===== config.mk =====
export PLATFORM = sky130hd
export DESIGN_NAME = bpred_resolve_queue
export DESIGN_NICKNAME = d
export VERILOG_FILES = /design/src/rtl/bpred_resolve_queue.sv
export SDC_FILE = /design/constraint.sdc
export NUM_CORES = 1
export LEC_CHECK = 0
export BUFFER_PORTS_ARGS = -buffer_cell sky130_fd_sc_hd__clkbuf_2
export CORE_MARGIN = 2
export CORE_UTILIZATION = 55
export DETAILED_ROUTE_END_ITERATION = 12
export GPL_ROUTABILITY_DRIVEN = 0
export GPL_TIMING_DRIVEN = 0
export HOLD_SLACK_MARGIN = 0.05
export PLACE_DENSITY = 0.83
export SLEW_MARGIN = 20
export SYNTH_ARGS = -nofsm -noshare
export SYNTH_HDL_FRONTEND = slang
export SYNTH_SLANG_ARGS = --single-unit

===== constraint.sdc =====
create_clock -name clk -period 5.93 [get_ports clk]
set_input_delay 0.593 -clock clk [delete_from_list [all_inputs] [get_ports clk]]
set_output_delay 0.593 -clock clk [all_outputs]
set_load 0.02 [all_outputs]

===== src/rtl/bpred_resolve_queue.sv =====
// In-order branch resolve queue between fetch and execute: updates the predictor
// on resolve and flushes wrong-path entries on a mispredict. Optional counters: BPRED_STATS_EN.
module bpred_resolve_queue #(
  parameter int PCWIDTH   = 32,
  parameter int DEPTH     = 8,
  parameter int LOG2DEPTH = 3
) (
  input  logic                 clk,
  input  logic                 resetn,
  input  logic                 push,
  input  logic [PCWIDTH-1:0]   push_pc,
  input  logic                 push_pred,
  input  logic                 resolve_valid,
  input  logic                 resolve_taken,
  input  logic [PCWIDTH-1:0]   resolve_target,
  output logic                 result_rdy,
  output logic                 result,
  output logic [PCWIDTH-1:0]   pc_result,
  output logic                 mispredict,
  output logic [PCWIDTH-1:0]   redirect_pc,
  output logic                 full,
  output logic                 empty,
  output logic [LOG2DEPTH:0]   count,
  output logic                 err_overflow,
  output logic                 err_underflow,
  output logic [31:0]          stat_branches,
  output logic [31:0]          stat_mispredicts
);

  typedef struct packed {
    logic [PCWIDTH-1:0] pc;
    logic               pred;
  } entry_t;

  entry_t                 mem_q [DEPTH];
  entry_t                 head;

  logic [LOG2DEPTH-1:0]   rd_ptr_q, rd_ptr_d;
  logic [LOG2DEPTH-1:0]   wr_ptr_q, wr_ptr_d;
  logic [LOG2DEPTH:0]     count_q, count_d;

  logic                   result_rdy_q;
  logic                   result_q;
  logic [PCWIDTH-1:0]     pc_result_q;
  logic                   mispredict_q;
  logic [PCWIDTH-1:0]     redirect_pc_q;
  logic                   err_overflow_q;
  logic                   err_underflow_q;

  logic                   resolve_acc;
  logic                   push_acc;
  logic                   flush_now;
  logic [PCWIDTH-1:0]     redirect_d;

  assign full  = (count_q == (LOG2DEPTH+1)'(DEPTH));
  assign empty = (count_q == '0);
  assign count = count_q;
  assign head  = mem_q[rd_ptr_q];

  // Resolvability uses the occupancy at the start of the cycle, so a
  // same-cycle push never makes an empty queue resolvable.
  assign resolve_acc = resolve_valid && !empty;
  assign flush_now   = resolve_acc && (resolve_taken != head.pred);
  assign push_acc    = push && !full && !mispredict_q && !flush_now;
  assign redirect_d  = resolve_taken ? resolve_target : (head.pc + PCWIDTH'(4));

  always_comb begin
    rd_ptr_d = rd_ptr_q;
    wr_ptr_d = wr_ptr_q;
    count_d  = count_q;
    if (flush_now) begin
      rd_ptr_d = '0;
      wr_ptr_d = '0;
      count_d  = '0;
    end else begin
      if (push_acc)    wr_ptr_d = wr_ptr_q + 1'b1;
      if (resolve_acc) rd_ptr_d = rd_ptr_q + 1'b1;
      case ({push_acc, resolve_acc})
        2'b10:   count_d = count_q + 1'b1;
        2'b01:   count_d = count_q - 1'b1;
        default: count_d = count_q;
      endcase
    end
  end

  always_ff @(posedge clk or negedge resetn) begin
    if (!resetn) begin
      rd_ptr_q <= '0;
      wr_ptr_q <= '0;
      count_q  <= '0;
    end else begin
      rd_ptr_q <= rd_ptr_d;
      wr_ptr_q <= wr_ptr_d;
      count_q  <= count_d;
    end
  end

  always_ff @(posedge clk) begin
    if (push_acc) mem_q[wr_ptr_q] <= '{pc: push_pc, pred: push_pred};
  end

  always_ff @(posedge clk or negedge resetn) begin
    if (!resetn) begin
      result_rdy_q    <= 1'b0;
      result_q        <= 1'b0;
      pc_result_q     <= '0;
      mispredict_q    <= 1'b0;
      redirect_pc_q   <= '0;
      err_overflow_q  <= 1'b0;
      err_underflow_q <= 1'b0;
    end else begin
      result_rdy_q <= resolve_acc;
      mispredict_q <= flush_now;
      if (resolve_acc) begin
        result_q    <= resolve_taken;
        pc_result_q <= head.pc;
      end
      if (flush_now) redirect_pc_q <= redirect_d;
      // A full-queue push that a flush would discard anyway is not an overflow.
      if (push && full && !flush_now && !mispredict_q) err_overflow_q <= 1'b1;
      if (resolve_valid && empty) err_underflow_q <= 1'b1;
    end
  end

  assign result_rdy    = result_rdy_q;
  assign result        = result_q;
  assign pc_result     = pc_result_q;
  assign mispredict    = mispredict_q;
  assign redirect_pc   = redirect_pc_q;
  assign err_overflow  = err_overflow_q;
  assign err_underflow = err_underflow_q;

`ifdef BPRED_STATS_EN
  logic [31:0] stat_br_q;
  logic [31:0] stat_mp_q;

  always_ff @(posedge clk or negedge resetn) begin
    if (!resetn) begin
      stat_br_q <= '0;
      stat_mp_q <= '0;
    end else begin
      if (resolve_acc && (stat_br_q != '1)) stat_br_q <= stat_br_q + 32'd1;
      if (flush_now && (stat_mp_q != '1))   stat_mp_q <= stat_mp_q + 32'd1;
    end
  end

  assign stat_branches    = stat_br_q;
  assign stat_mispredicts = stat_mp_q;
`else
  assign stat_branches    = '0;
  assign stat_mispredicts = '0;
`endif

endmodule


* Word-level counts from Yosys, hierarchy flattened *
Memories as Yosys holds them, arrays and structs flattened.
Cells that the tools add are included.

operators by class
  add/sub/neg operators = 5
  eq/ne operators = 4
  multiplexer cells = 9
  reduce and logical (&&, ||, !) cells = 17

operator list
  operator                                          number
  adder 32 x 3 -> 32 bit, second input constant     1
  2-to-1 mux 32 bit                                 1
  2-to-1 mux 3 bit                                  4
  logical AND 1 bit                                 9
  one-hot mux 4 bit (2 select lines)                1
  adder 3 x 1 -> 3 bit, second input constant       2
  adder 4 x 1 -> 4 bit, second input constant       1
  == test 4 bit, second input constant              1
  logical NOT 1 bit                                 4
  logical NOT 4 bit                                 1
  2-to-1 mux 4 bit                                  1
  nonzero test 2 bit                                2
  subtractor 4 x 1 -> 4 bit, second input constant  1
  nonzero test 3 bit                                1
  == test 2 x 1 -> 1 bit, second input constant     1
  == test 2 bit, second input constant              1
  2-to-1 mux 1 bit                                  2
  inequality test 1 bit                             1

word-level totals
  flip-flop bits (word level) = 79
  RAM bits = 264
  output and inout bits = 139
  memories kept = 1

memory list
  memory  depth  bits a word  rd ports  clocked after memory_dff  wr ports  RTL line  RTL
  mem_q   8      33           1         0                         1         35        entry_t mem_q [DEPTH];

* Depth between registers and ports, before layout *
Gate-level depths: netlist of run 1.

  word-level depth = 9
  mapped depth = 13

* Worst setup path after synthesis of run 1 *
No wires, ideal clock.

  kind = register -> register
  from = register count_q[1], in the netlist count[1]
  to = memory mem_q[0][0] in the netlist's numbering (enable)
  setup time = 0.464 ns
  arrival time = 4.623 ns
  required time = 5.466 ns
  setup slack = 0.843 ns
  cell stages (with the launch flop) = 9
  path buffers = 1
  path through = dfrtp_1 > clkbuf_1 > nor4_1 > nand2b_1 > inv_1 > nand2_1 > inv_2 > or3_1 > nor3_1

on the way
  word-level cells in the longest chain between the ends = 8
  elaborated cells on any way between the ends = 12

ends and longest elaborated chain
  item                                    RTL line  RTL
  start: declaration                      40        logic [LOG2DEPTH:0] count_q, count_d;
  start signal: assignment                94        count_q <= count_d;
  logical NOT 4 bit                       56        assign empty = (count_q == '0);
  named net empty                         22        output logic empty,
  logical NOT 1 bit                       62        assign resolve_acc = resolve_valid && !empty;
  logical AND 1 bit                       62
  logical AND 1 bit                       63        assign flush_now = resolve_acc && (resolve_taken != head.pred);
  logical NOT 1 bit                       64        assign push_acc = push && !full && !mispredict_q && !flush_now;
  logical AND 1 bit                       64
  2-to-1 mux 1 bit                        99        if (push_acc) mem_q[wr_ptr_q] <= '{pc: push_pc, pred: push_pred};
  2-to-1 mux 1 bit (implied by the code)  99
  end: declaration                        35

The timed path passes the listed nets, and every way through them passes these cells.

* Worst setup path after layout of run 1 *
  from = register rd_ptr_q[0]
  to = memory mem_q[1][21] in the netlist's numbering (enable)

on the way
  word-level cells in the longest chain between the ends = 7

ends and longest elaborated chain
  item                                    RTL line  RTL
  start: declaration                      38        logic [LOG2DEPTH-1:0] rd_ptr_q, rd_ptr_d;
  start signal: assignment                92        rd_ptr_q <= rd_ptr_d;
  memory (8 x 33 bit)                     --
  inequality test 1 bit                   63
  logical AND 1 bit                       63
  logical NOT 1 bit                       64
  logical AND 1 bit                       64
  2-to-1 mux 1 bit                        99
  2-to-1 mux 1 bit (implied by the code)  99

Every way passes these cells.

==> impl_metrics.env, run 1 <==
export IMPL_cts_htree_levels=2
export IMPL_ys_seq_elements=343
export IMPL_setup_viol=0
export IMPL_drt_iter0_markers=1068
export IMPL_cts_clk_slew_worst_paths_ns=0.06
export IMPL_grt_pass1_vias=8791
export IMPL_track_usage=0.260
export IMPL_r2r_end="mem_q[1][21]"
export IMPL_r2r_slack_ns=1.51
export IMPL_synth_edf_count=264
export IMPL_dp_hpwl_um=24600
export IMPL_grt_overflow=0
export IMPL_syn_area_sq_um=14600
export IMPL_fin_worst_skew_ns=0.00965
export IMPL_cts_buffers_inserted=35
export IMPL_outcome="complete, no violations"
export IMPL_antenna_left=0
export IMPL_cp_top_family="buffers and inverters"
export IMPL_syn_area_per_cell_sq_um=16.5
export IMPL_fp_coreArea_sq_um=26100
export IMPL_initial_core_util=0.559
export IMPL_cpPeakStageDelay_ns=0.57
export IMPL_area_growth_synth_to_final_pct=19.0
export IMPL_num_rows=59
export IMPL_die_area_sq_um=27800
export IMPL_required_ns=6.15
export IMPL_die_y_um=167
export IMPL_critical_path_peak_fanout=10
export IMPL_grt_pass1_wl_um=53900
export IMPL_drv_slew=0
export IMPL_route_vias_total=8738
export IMPL_finalHoldViolCount=0
export IMPL_cpMostUsedCell="buf_6"
export IMPL_cap_viol_max_count=0
export IMPL_hold_buffers=0
export IMPL_yosys_top_cells_area="edfxtp_1 54%, dfrtp_1 14%, mux4_2 9.7%"
export IMPL_worst_pin_slew_ns=1.06
export IMPL_synthFlopType="edfxtp_1"
export IMPL_r2r_start="rd_ptr_q[0]"
export IMPL_wl_per_cell_um=23.5
export IMPL_period_share=0.745
export IMPL_synth_async_sr_flop_share=0.230
export IMPL_rsz0062_at_grt="false"
export IMPL_viasPerCell=5.80
export IMPL_peakVddDrop_mv=0.328
export IMPL_antenna_found_initial=2
export IMPL_start_kind="register"
export IMPL_io_pins=209
export IMPL_cts_tree="built"
export IMPL_period_needed_ns=4.42
export IMPL_setup_tns_final_ns=0
export IMPL_ys_warn_count=0
export IMPL_drc=0
export IMPL_p_leak_nw=6.64
export IMPL_routed_wl_um=35500
export IMPL_cts_sinks=343
export IMPL_clk_latency_ns=0.52
export IMPL_synth_cell_types=62
export IMPL_drive_gt1_frac=0.350
export IMPL_grt_max_degree=80
export IMPL_powerDensity_nw_per_um2=494
export IMPL_synth_cells=884
export IMPL_critical_path_arrival_ns=4.64
export IMPL_fmax_mhz=226
export IMPL_die_x_um=167
export IMPL_layout_commonest_cell="edfxtp_1"
export IMPL_r2r_cells=13
export IMPL_crit_path_cell_trace="buf_6 -> buf_6 -> mux4_2 -> mux2i_2 -> xnor2_1 -> nand2_1 -> buf_2 -> nand3_1 -> nor3_2 -> buf_6 -> buf_4 -> buf_6 -> buf_4"
export IMPL_cts_buffer_depth=3
export IMPL_cpMaxStageDelayCell="nor3_2"
export IMPL_drt_pre_antenna_iters=7
export IMPL_worst_path_buf_inv=7
export IMPL_end_kind="register"
export IMPL_place_port_buffers=144
export IMPL_slew_limit_headroom=0.274
export IMPL_post_synth_top_area_fraction=0.544
export IMPL_ctsResizeCount=0
export IMPL_post_cts_buffers=0
export IMPL_nNetsFinal=1219
export IMPL_hold_path_class="in2async"
export IMPL_clockRootBuffer="clkbuf_16"
export IMPL_critPathKind="reg2reg"
export IMPL_worst_hold_slack_ns=0.123
export IMPL_synth_seq_area_share=0.679
export IMPL_final_cell_mix="264 x edfxtp_1, 143 x clkbuf_2, 79 x dfrtp_1"
export IMPL_yosys_area_top_type="edfxtp_1"
-- state kept, by name, indices dropped and copies added, names as in the netlist, 3 cells and up --
name	flops
wr_ptr_q	3
pc_result	32
rd_ptr_q	3
redirect_pc	32
count	4
mem_q	264
-- logic make-up (layout without fill, tap and decap cells) --
logic type | Yosys count | in the layout | synth area share
AOI/OAI and AO/OA | 113 | 113 | 0.0475
xor gates and xnor gates | 27 | 27 | 0.0162
adders and majority gates | 5 | 5 | 0.00429
buffers and inverters | 114 | 336 | 0.0550
DFF | 343 | 343 | 0.679
muxes | 104 | 104 | 0.133
other | 1 | 66 | 0.000257
and+or+nand+nor | 177 | 177 | 0.0646
-- cells in the mapped netlist, types with 7 or more instances --
| library cell | n |
|---|---|
| buf_4 | 66 |
| mux4_2 | 63 |
| xnor2_1 | 10 |
| edfxtp_1 | 264 |
| clkbuf_1 | 15 |
| mux2i_1 | 22 |
| o22ai_1 | 10 |
| a21oi_1 | 29 |
| nand2_1 | 75 |
| buf_2 | 16 |
| nor2_1 | 38 |
| nor3_1 | 8 |
| dfrtp_1 | 79 |
| buf_6 | 7 |
| o21ai_0 | 45 |
| nand3_1 | 16 |
| xor2_1 | 17 |
| mux2i_2 | 10 |
-- worst max-delay path by stage --
stage	start	endpoint	slack (ns)	cells past startpoint
after floorplan	count[1]	mem_q[0][0]	0.84	8
after global placement	rd_ptr_q[0]	mem_q[1][21]	-1.50	9
after detailed placement	rd_ptr_q[0]	mem_q[1][21]	1.54	13
after CTS	rd_ptr_q[0]	mem_q[1][21]	1.52	13
after global routing	rd_ptr_q[0]	mem_q[1][19]	1.32	13
final	rd_ptr_q[0]	mem_q[1][21]	1.51	13
-- power breakdown --
group	internal [mW]	leakage, nW	total (mW)	switching [mW]
Sequential	3.05	3.34	3.28	0.230
Combinational	1.20	2.76	3.17	1.97
Clock	1.24	0.541	2.12	0.885
Total	5.49	6.64	8.57	3.08
-- final cells by class --
class                           count  area (sq um)
Fill cell                        1729          8710
Buffer                            107           771
Tap cell                          335           419
Inverter                            7          31.3
Clock buffer                       52          1020
Antenna cell                        2          5.00
Multi-Input combinational cell    490          4160
Sequential cell                   343          9900
Clock inverter                     10          76.3
Timing Repair Buffer              160           955
-- layer usage --
| layer | share of wire | track usage |
|---|---|---|
| met1 | 0.38 | 0.349 |
| met2 | 0.50 | 0.434 |
| met3 | 0.090 | 0.0563 |
| met4 | 0.030 | 0.0791 |
| met5 | 0 | 0 |
-- through the flow --
stage	power (mW)	util	cells	instance area, sq um	setup WS [ns]
3_3_place_gp	6.32	0.612	1426	16000	-1.50
4_1_cts	8.58	0.666	1504	17300	1.52
5_1_grt	8.95	0.666	1504	17300	1.32
3_5_place_dp	6.47	0.623	1442	16200	1.54
2_1_floorplan	5.40	-	947	14800	0.843
6_report	8.57	0.666	1506	17300	1.51
Note: power is estimated with default switching activity, not from simulation.
==> inputs of run 2 (changes only) <==
- ABC_AREA: unset -> 1
- CORE_UTILIZATION: 55 -> 52
- PLACE_DENSITY: 0.83 -> 0.82
- clock period: 5.93 -> 3.8 ns (I/O delays scaled with it)
==> run 2 against run 1 <==
Effect of this change:
- design area is 7.1% higher
- critical path depth fell by 2
- final cell count grew 46%
- die area up 12%
- power is 83% higher
- largest power group is now combinational logic
- clock skew grew 0.0084 ns
- clock-buffer cell count down 10
- global-route usage up 2.5 points
- hold slack got worse by 0.021 ns
==> impl_metrics.env, run 2 <==
export IMPL_outcome="complete, no violations"
export IMPL_final_cell_mix="325 x nand2_1, 264 x edfxtp_1, 260 x nor2_1"
export IMPL_worst_pin_slew_ns=0.753
export IMPL_fin_worst_skew_ns=0.0180
export IMPL_cpPeakStageDelay_ns=0.64
export IMPL_synth_async_sr_flop_share=0.230
export IMPL_stdcell_area_sq_um=18600
export IMPL_cpMostUsedCell="nand2_1"
export IMPL_p_int_mw=9.10
export IMPL_power_clock_fraction=0.248
export IMPL_drv_slew=0
export IMPL_yosysMostFrequentCell="nand2_1"
export IMPL_drt_iter0_markers=1548
export IMPL_period_needed_ns=3.50
export IMPL_num_rows=63
export IMPL_drt_pre_antenna_iters=6
export IMPL_r2r_end="mem_q[3][5]"
export IMPL_cts_tree="built"
export IMPL_seqPwrFrac=0.331
export IMPL_ys_seq_elements=343
export IMPL_die_y_um=177
export IMPL_placed_area_sq_um=17300
export IMPL_startpoint="rd_ptr_q[2]"
export IMPL_setup_viol=0
export IMPL_grt_pass1_vias=11600
export IMPL_die_area_sq_um=31300
export IMPL_busiest_layer="met2"
export IMPL_grt_max_degree=43
export IMPL_route_vias_total=12200
export IMPL_end_kind="register"
export IMPL_synth_cells=1529
export IMPL_viasPerCell=5.55
export IMPL_cpMaxStageDelayCell="nor2_4"
export IMPL_die_x_um=177
export IMPL_syn_area_per_cell_sq_um=10.2
export IMPL_setup_ws_ns=0.305
export IMPL_crit_path_end="mem_q[3][5]"
export IMPL_antenna_left=0
export IMPL_cts_sinks=343
export IMPL_io_pins=209
export IMPL_hold_path_class="in2reg"
export IMPL_antenna_found_initial=2
export IMPL_p_leak_nw=7.84
export IMPL_critical_path_peak_fanout=19
export IMPL_r2r_slack_ns=0.30
export IMPL_ys_warn_count=0
export IMPL_use_met1=0.380
export IMPL_switching_share=0.418
export IMPL_report_power_total_mw=15.6
export IMPL_critPathKind="reg2reg"
export IMPL_cap_viol_max_count=0
export IMPL_dp_hpwl_um=31100
export IMPL_r2r_cells=11
export IMPL_yosys_top_cells_area="edfxtp_1 51%, dfrtp_1 13%, nand2_1 7.9%"
export IMPL_slew_limit_headroom=0.498
export IMPL_drc=0
export IMPL_clockRootBuffer="clkbuf_16"
export IMPL_clk_latency_ns=0.53
export IMPL_place_port_buffers=144
export IMPL_min_from="resolve_valid"
export IMPL_power_frac_comb=0.421
export IMPL_regMostFlops="mem_q"
export IMPL_wl_per_cell_um=20.2
export IMPL_synth_seq_area_share=0.638
export IMPL_ctsResizeCount=0
export IMPL_initial_core_util=0.526
export IMPL_fin_cells=2204
export IMPL_finalHoldViolCount=0
export IMPL_synthFlopType="edfxtp_1"
export IMPL_cts_buffer_depth=3
export IMPL_rsz0062_at_grt="false"
export IMPL_syn_area_sq_um=15500
export IMPL_synth_top_cells_by_count="325 x nand2_1, 268 x nor2_1, 264 x edfxtp_1, 152 x o21ai_0, 89 x nand3_1"
export IMPL_pre_cts_ws_ns=0.419
export IMPL_peakVddDrop_mv=0.416
export IMPL_fp_coreArea_sq_um=29600
export IMPL_dp_cells=2136
export IMPL_routed_wl_um=44500
export IMPL_critical_path_arrival_ns=3.71
export IMPL_grtUsageMet2=0.451
export IMPL_grt_pass1_wl_um=66400
export IMPL_fmax_mhz=286
export IMPL_layout_commonest_cell="nand2_1"
export IMPL_largest_reg_flops=264
export IMPL_powerDensity_nw_per_um2=842
export IMPL_synth_edf_count=264
export IMPL_cts_htree_levels=2
export IMPL_fillers=2207
export IMPL_period_share=0.920
export IMPL_cts_clk_slew_worst_paths_ns=0.06
export IMPL_cts_buffers_inserted=36
export IMPL_grt_overflow=0
export IMPL_yosys_area_top_type="edfxtp_1"
export IMPL_required_ns=4.02
export IMPL_nNetsFinal=1860
export IMPL_crit_path_cell_trace="buf_2 -> clkbuf_1 -> nand3_1 -> nand2_1 -> nand2_1 -> nand3_2 -> nand2_1 -> inv_1 -> nand2_1 -> nor2_4 -> buf_12"
export IMPL_track_usage=0.285
export IMPL_area_growth_synth_to_final_pct=19.6
export IMPL_synth_cell_types=45
export IMPL_post_synth_top_area_fraction=0.510
export IMPL_start_kind="register"
export IMPL_use_met3=0.0674
export IMPL_p_sw_mw=6.54
export IMPL_drive_gt1_frac=0.209
export IMPL_r2r_start="rd_ptr_q[2]"
[run 2: cell count changes after synthesis, moves of 11 or more]
cell	delta
a21oi_1	-11
inv_1	+60
mux2i_1	-22
mux4_2	-63
nand2_1	+250
nand3_1	+73
nor2_1	+230
nor2_2	+15
o21ai_0	+107
o21ai_1	+27
xor2_1	-13
[run 2: stage by stage]
stage                     setup TNS [ns]  hold slack (ns)   util
after floorplan                        0           0.0844      -
after global placement           -390.43            0.440  0.574
after detailed placement               0            0.424  0.584
after CTS                              0           0.0955  0.628
after global routing                   0            0.106  0.629
final                                  0            0.102  0.629
[run 2: layer usage]
metal | vias up | wire length [um]
met5 | - | 11
met4 | 2 | 1650
met3 | 145 | 6160
met2 | 890 | 20300
met1 | 5667 | 16300
li1 | 5532 | -
[run 2: how the worst min path moves through the flow]
stage,endpoint,slack [ns],depth (start not counted)
6_report,err_underflow,0.10,2
3_5_place_dp,redirect_pc[0],0.42,1
3_3_place_gp,err_underflow,0.44,1
5_1_grt,err_underflow,0.11,2
4_1_cts,err_underflow,0.1,2
2_1_floorplan,count[0],0.08,0
[run 2: cell type report]
type	count	area, sq um	area share
diodes	1	2.50	0.000135
plain buffers	135	958	0.0516
clock buffers	42	955	0.0514
clock inverters	24	348	0.0187
inverters	76	293	0.0158
multi-input cells	1038	4680	0.252
flip-flops and latches	343	9900	0.533
well taps	390	488	0.0263
repair buffers	155	956	0.0514
[run 2: logic make-up after synthesis]
group / count (synthesis) / share of synthesized area
other: 1 / 0.000241
AOI/OAI and AO/OA: 232 / 0.0807
buffers and inverters: 211 / 0.0805
DFF: 343 / 0.638
and+or+nand+nor: 733 / 0.195
adders and majority gates: 5 / 0.00403
xor gates and xnor gates: 4 / 0.00225
[run 2: worst max-delay path: cells and delay by family (launching register included)]
| family | cells | cell delay (ns) |
|---|---|---|
| AND/OR/NAND/NOR | 7 | 1.65 |
| buffers and inverters | 4 | 1.19 |
| flip-flops | 1 | 0.32 |
[run 2: power by group through the flow]
stage / Combinational, mW / Clock (mW) / Sequential, mW
2_1_floorplan: 3.73 / 0 / 5.56
3_3_place_gp: 6.11 / 0 / 5.24
3_5_place_dp: 6.40 / 0 / 5.23
4_1_cts: 6.46 / 3.88 / 5.17
5_1_grt: 7.13 / 4.03 / 5.23
6_report: 6.59 / 3.87 / 5.18
[run 2: repair_timing]
item / 4_1_cts / 5_1_grt
hold buffers: 1 / 0
endpoints found under the hold margin: 37 / 0
setup buffers: 0 / 0
endpoints found under the setup margin: 0 / 0
==> inputs of run 3 (changes only) <==
- ABC_AREA: 1 -> unset
==> run 3 against run 2 <==
Effect of this change:
- largest cell class unchanged
- via count decreased by 27%
- core utilization up 1.2 points
- global-route usage shrank 2.5 points
- critical path type unchanged
==> impl_metrics.env, run 3 (synthesized netlist as in run 1, its figures left out) <==
export IMPL_outcome="complete, no violations"
export IMPL_drive_gt1_frac=0.361
export IMPL_end_kind="register"
export IMPL_critical_path_peak_fanout=10
export IMPL_cts_htree_levels=2
export IMPL_num_rows=61
export IMPL_die_y_um=171
export IMPL_r2r_slack_ns=0.15
export IMPL_p_leak_nw=6.79
export IMPL_register_area_sq_um=9900
export IMPL_initial_core_util=0.526
export IMPL_placed_area_sq_um=16400
export IMPL_drv_slew=0
export IMPL_p_sw_mw=4.99
export IMPL_drc=0
export IMPL_antenna_found_initial=3
export IMPL_finalHoldViolCount=0
export IMPL_antenna_left=0
export IMPL_drt_pre_antenna_iters=5
export IMPL_clockRootBuffer="clkbuf_16"
export IMPL_worst_pin_slew_ns=0.918
export IMPL_fillers=1864
export IMPL_start_kind="register"
export IMPL_cts_buffers_inserted=36
export IMPL_routed_wl_um=37800
export IMPL_slew_limit_headroom=0.371
export IMPL_cts_tree="built"
export IMPL_nNetsFinal=1233
export IMPL_fin_worst_skew_ns=0.0149
export IMPL_r2r_cells=11
export IMPL_cts_buffer_depth=3
export IMPL_dp_cells=1484
export IMPL_drt_iter0_markers=1070
export IMPL_rsz0062_at_grt="false"
export IMPL_dp_hpwl_um=25500
export IMPL_p_int_mw=8.77
export IMPL_min_from="resolve_target[12]"
export IMPL_wl_per_cell_um=24.2
export IMPL_critPathKind="reg2reg"
export IMPL_seqPwrFrac=0.376
export IMPL_grt_pass1_wl_um=54800
export IMPL_critical_path_arrival_ns=3.88
export IMPL_worst_hold_slack_ns=0.118
export IMPL_power_clock_fraction=0.254
export IMPL_place_port_buffers=144
export IMPL_peakVddDrop_mv=0.376
export IMPL_area_growth_synth_to_final_pct=21.7
export IMPL_r2r_start="rd_ptr_q[0]"
export IMPL_setup_tns_final_ns=0
export IMPL_viasPerCell=5.74
export IMPL_switching_share=0.363
export IMPL_min_path_cells=3
export IMPL_fin_cells=1567
export IMPL_period_needed_ns=3.65
export IMPL_route_vias_total=8988
export IMPL_die_area_sq_um=29400
export IMPL_powerDensity_nw_per_um2=775
export IMPL_largest_reg_flops=264
export IMPL_clk_latency_ns=0.53
export IMPL_fp_coreArea_sq_um=27700
export IMPL_min_to="redirect_pc[12]"
export IMPL_io_pins=209
export IMPL_grt_overflow=0
export IMPL_cap_viol_max_count=0
export IMPL_period_share=0.961
export IMPL_track_usage=0.260
export IMPL_cts_clk_slew_worst_paths_ns=0.06
export IMPL_r2r_end="mem_q[0][24]"
export IMPL_grt_max_degree=51
export IMPL_die_x_um=171
export IMPL_hold_path_class="in2reg"
export IMPL_required_ns=4.03
export IMPL_fmax_mhz=274
export IMPL_stdcell_area_sq_um=17700
export IMPL_power_frac_comb=0.370
export IMPL_grt_pass1_vias=8903
export IMPL_cts_sinks=343
export IMPL_setup_viol=0
export IMPL_layout_commonest_cell="edfxtp_1"
export IMPL_multi_input_area_sq_um=4200
export IMPL_startpoint="rd_ptr_q[0]"
export IMPL_final_cell_mix="264 x edfxtp_1, 143 x clkbuf_2, 79 x dfrtp_1"
export IMPL_regMostFlops="mem_q"
## run 3: cell types whose count changed in the layout (fill, tap and decap cells not counted), sizes merged, moves of 8 or more
cell   previous run  this run
mux2i             0        33
or2               8         0
nand2           334        75
nor3              0         9
nor2            288        38
xnor2             0        10
xor2              4        17
o21ai           187        51
nor4              0         8
nand4             9         1
inv              75         8
nand3            91        18
mux4              0        66
a21oi            19        29
## run 3: metrics by stage
stage / util / setup WS, ns / power [mW]
floorplan: - / -0.389 / 8.43
finish: 0.641 / 0.149 / 13.8
global placement: 0.579 / -2.07 / 9.89
CTS: 0.640 / 0.0541 / 13.7
global route: 0.640 / 0.0292 / 14.3
detailed placement: 0.592 / -0.328 / 10.2
## run 3: worst max path at each step
stage | endpoint | slack [ns] | depth (start not counted)
floorplan | mem_q[2][0] | -0.39 | 8
global placement | mem_q[4][24] | -2.07 | 9
detailed placement | mem_q[1][24] | -0.33 | 10
CTS | mem_q[1][17] | 0.05 | 11
global route | count[3] | 0.03 | 13
finish | mem_q[0][24] | 0.15 | 11
## run 3: what timing repair did
action	4_1_cts	5_1_grt
resized for setup	0	2
endpoints found under the hold margin	29	0
cloned	0	0
hold buffers	1	0
buffers inserted	13	0
setup endpoints to repair	170	162
pin swaps	7	0
## run 3: critical path, cell delays in order, from the launching register on
cell     delay [ns]
dfrtp_1        0.39
buf_6          0.18
buf_6          0.20
mux4_2         0.55
mux2i_4        0.26
xnor2_1        0.21
nand2_1        0.21
inv_2          0.08
or3_1          0.56
nor3_4         0.31
buf_6          0.21
buf_8          0.17
## run 3: power by group through the flow
stage | combinational [mW] | sequential, mW | clock [mW]
final | 5.09 | 5.18 | 3.49
after global routing | 5.42 | 5.23 | 3.68
after CTS | 5.03 | 5.17 | 3.51
after detailed placement | 4.93 | 5.24 | 0
after global placement | 4.67 | 5.22 | 0
after floorplan | 2.87 | 5.56 | 0
## run 3: routing by layer
| metal | share of wire | vias up | track usage |
|---|---|---|---|
| met1 | 0.36 | 4417 | 0.339 |
| met4 | 0.032 | 0 | 0.0987 |
| met2 | 0.49 | 641 | 0.429 |
| li1 | - | 3812 | - |
| met3 | 0.12 | 118 | 0.0578 |
| met5 | 0 | - | 0 |
## run 3: area by class of cell
type,count,share of cell area
inverters,7,0.00176
well taps,378,0.0266
clock buffers,51,0.0568
multi-input cells,490,0.236
plain buffers,107,0.0434
repair buffers,173,0.0672
flip-flops and latches,343,0.558
clock inverters,15,0.00924
diodes,3,0.000423
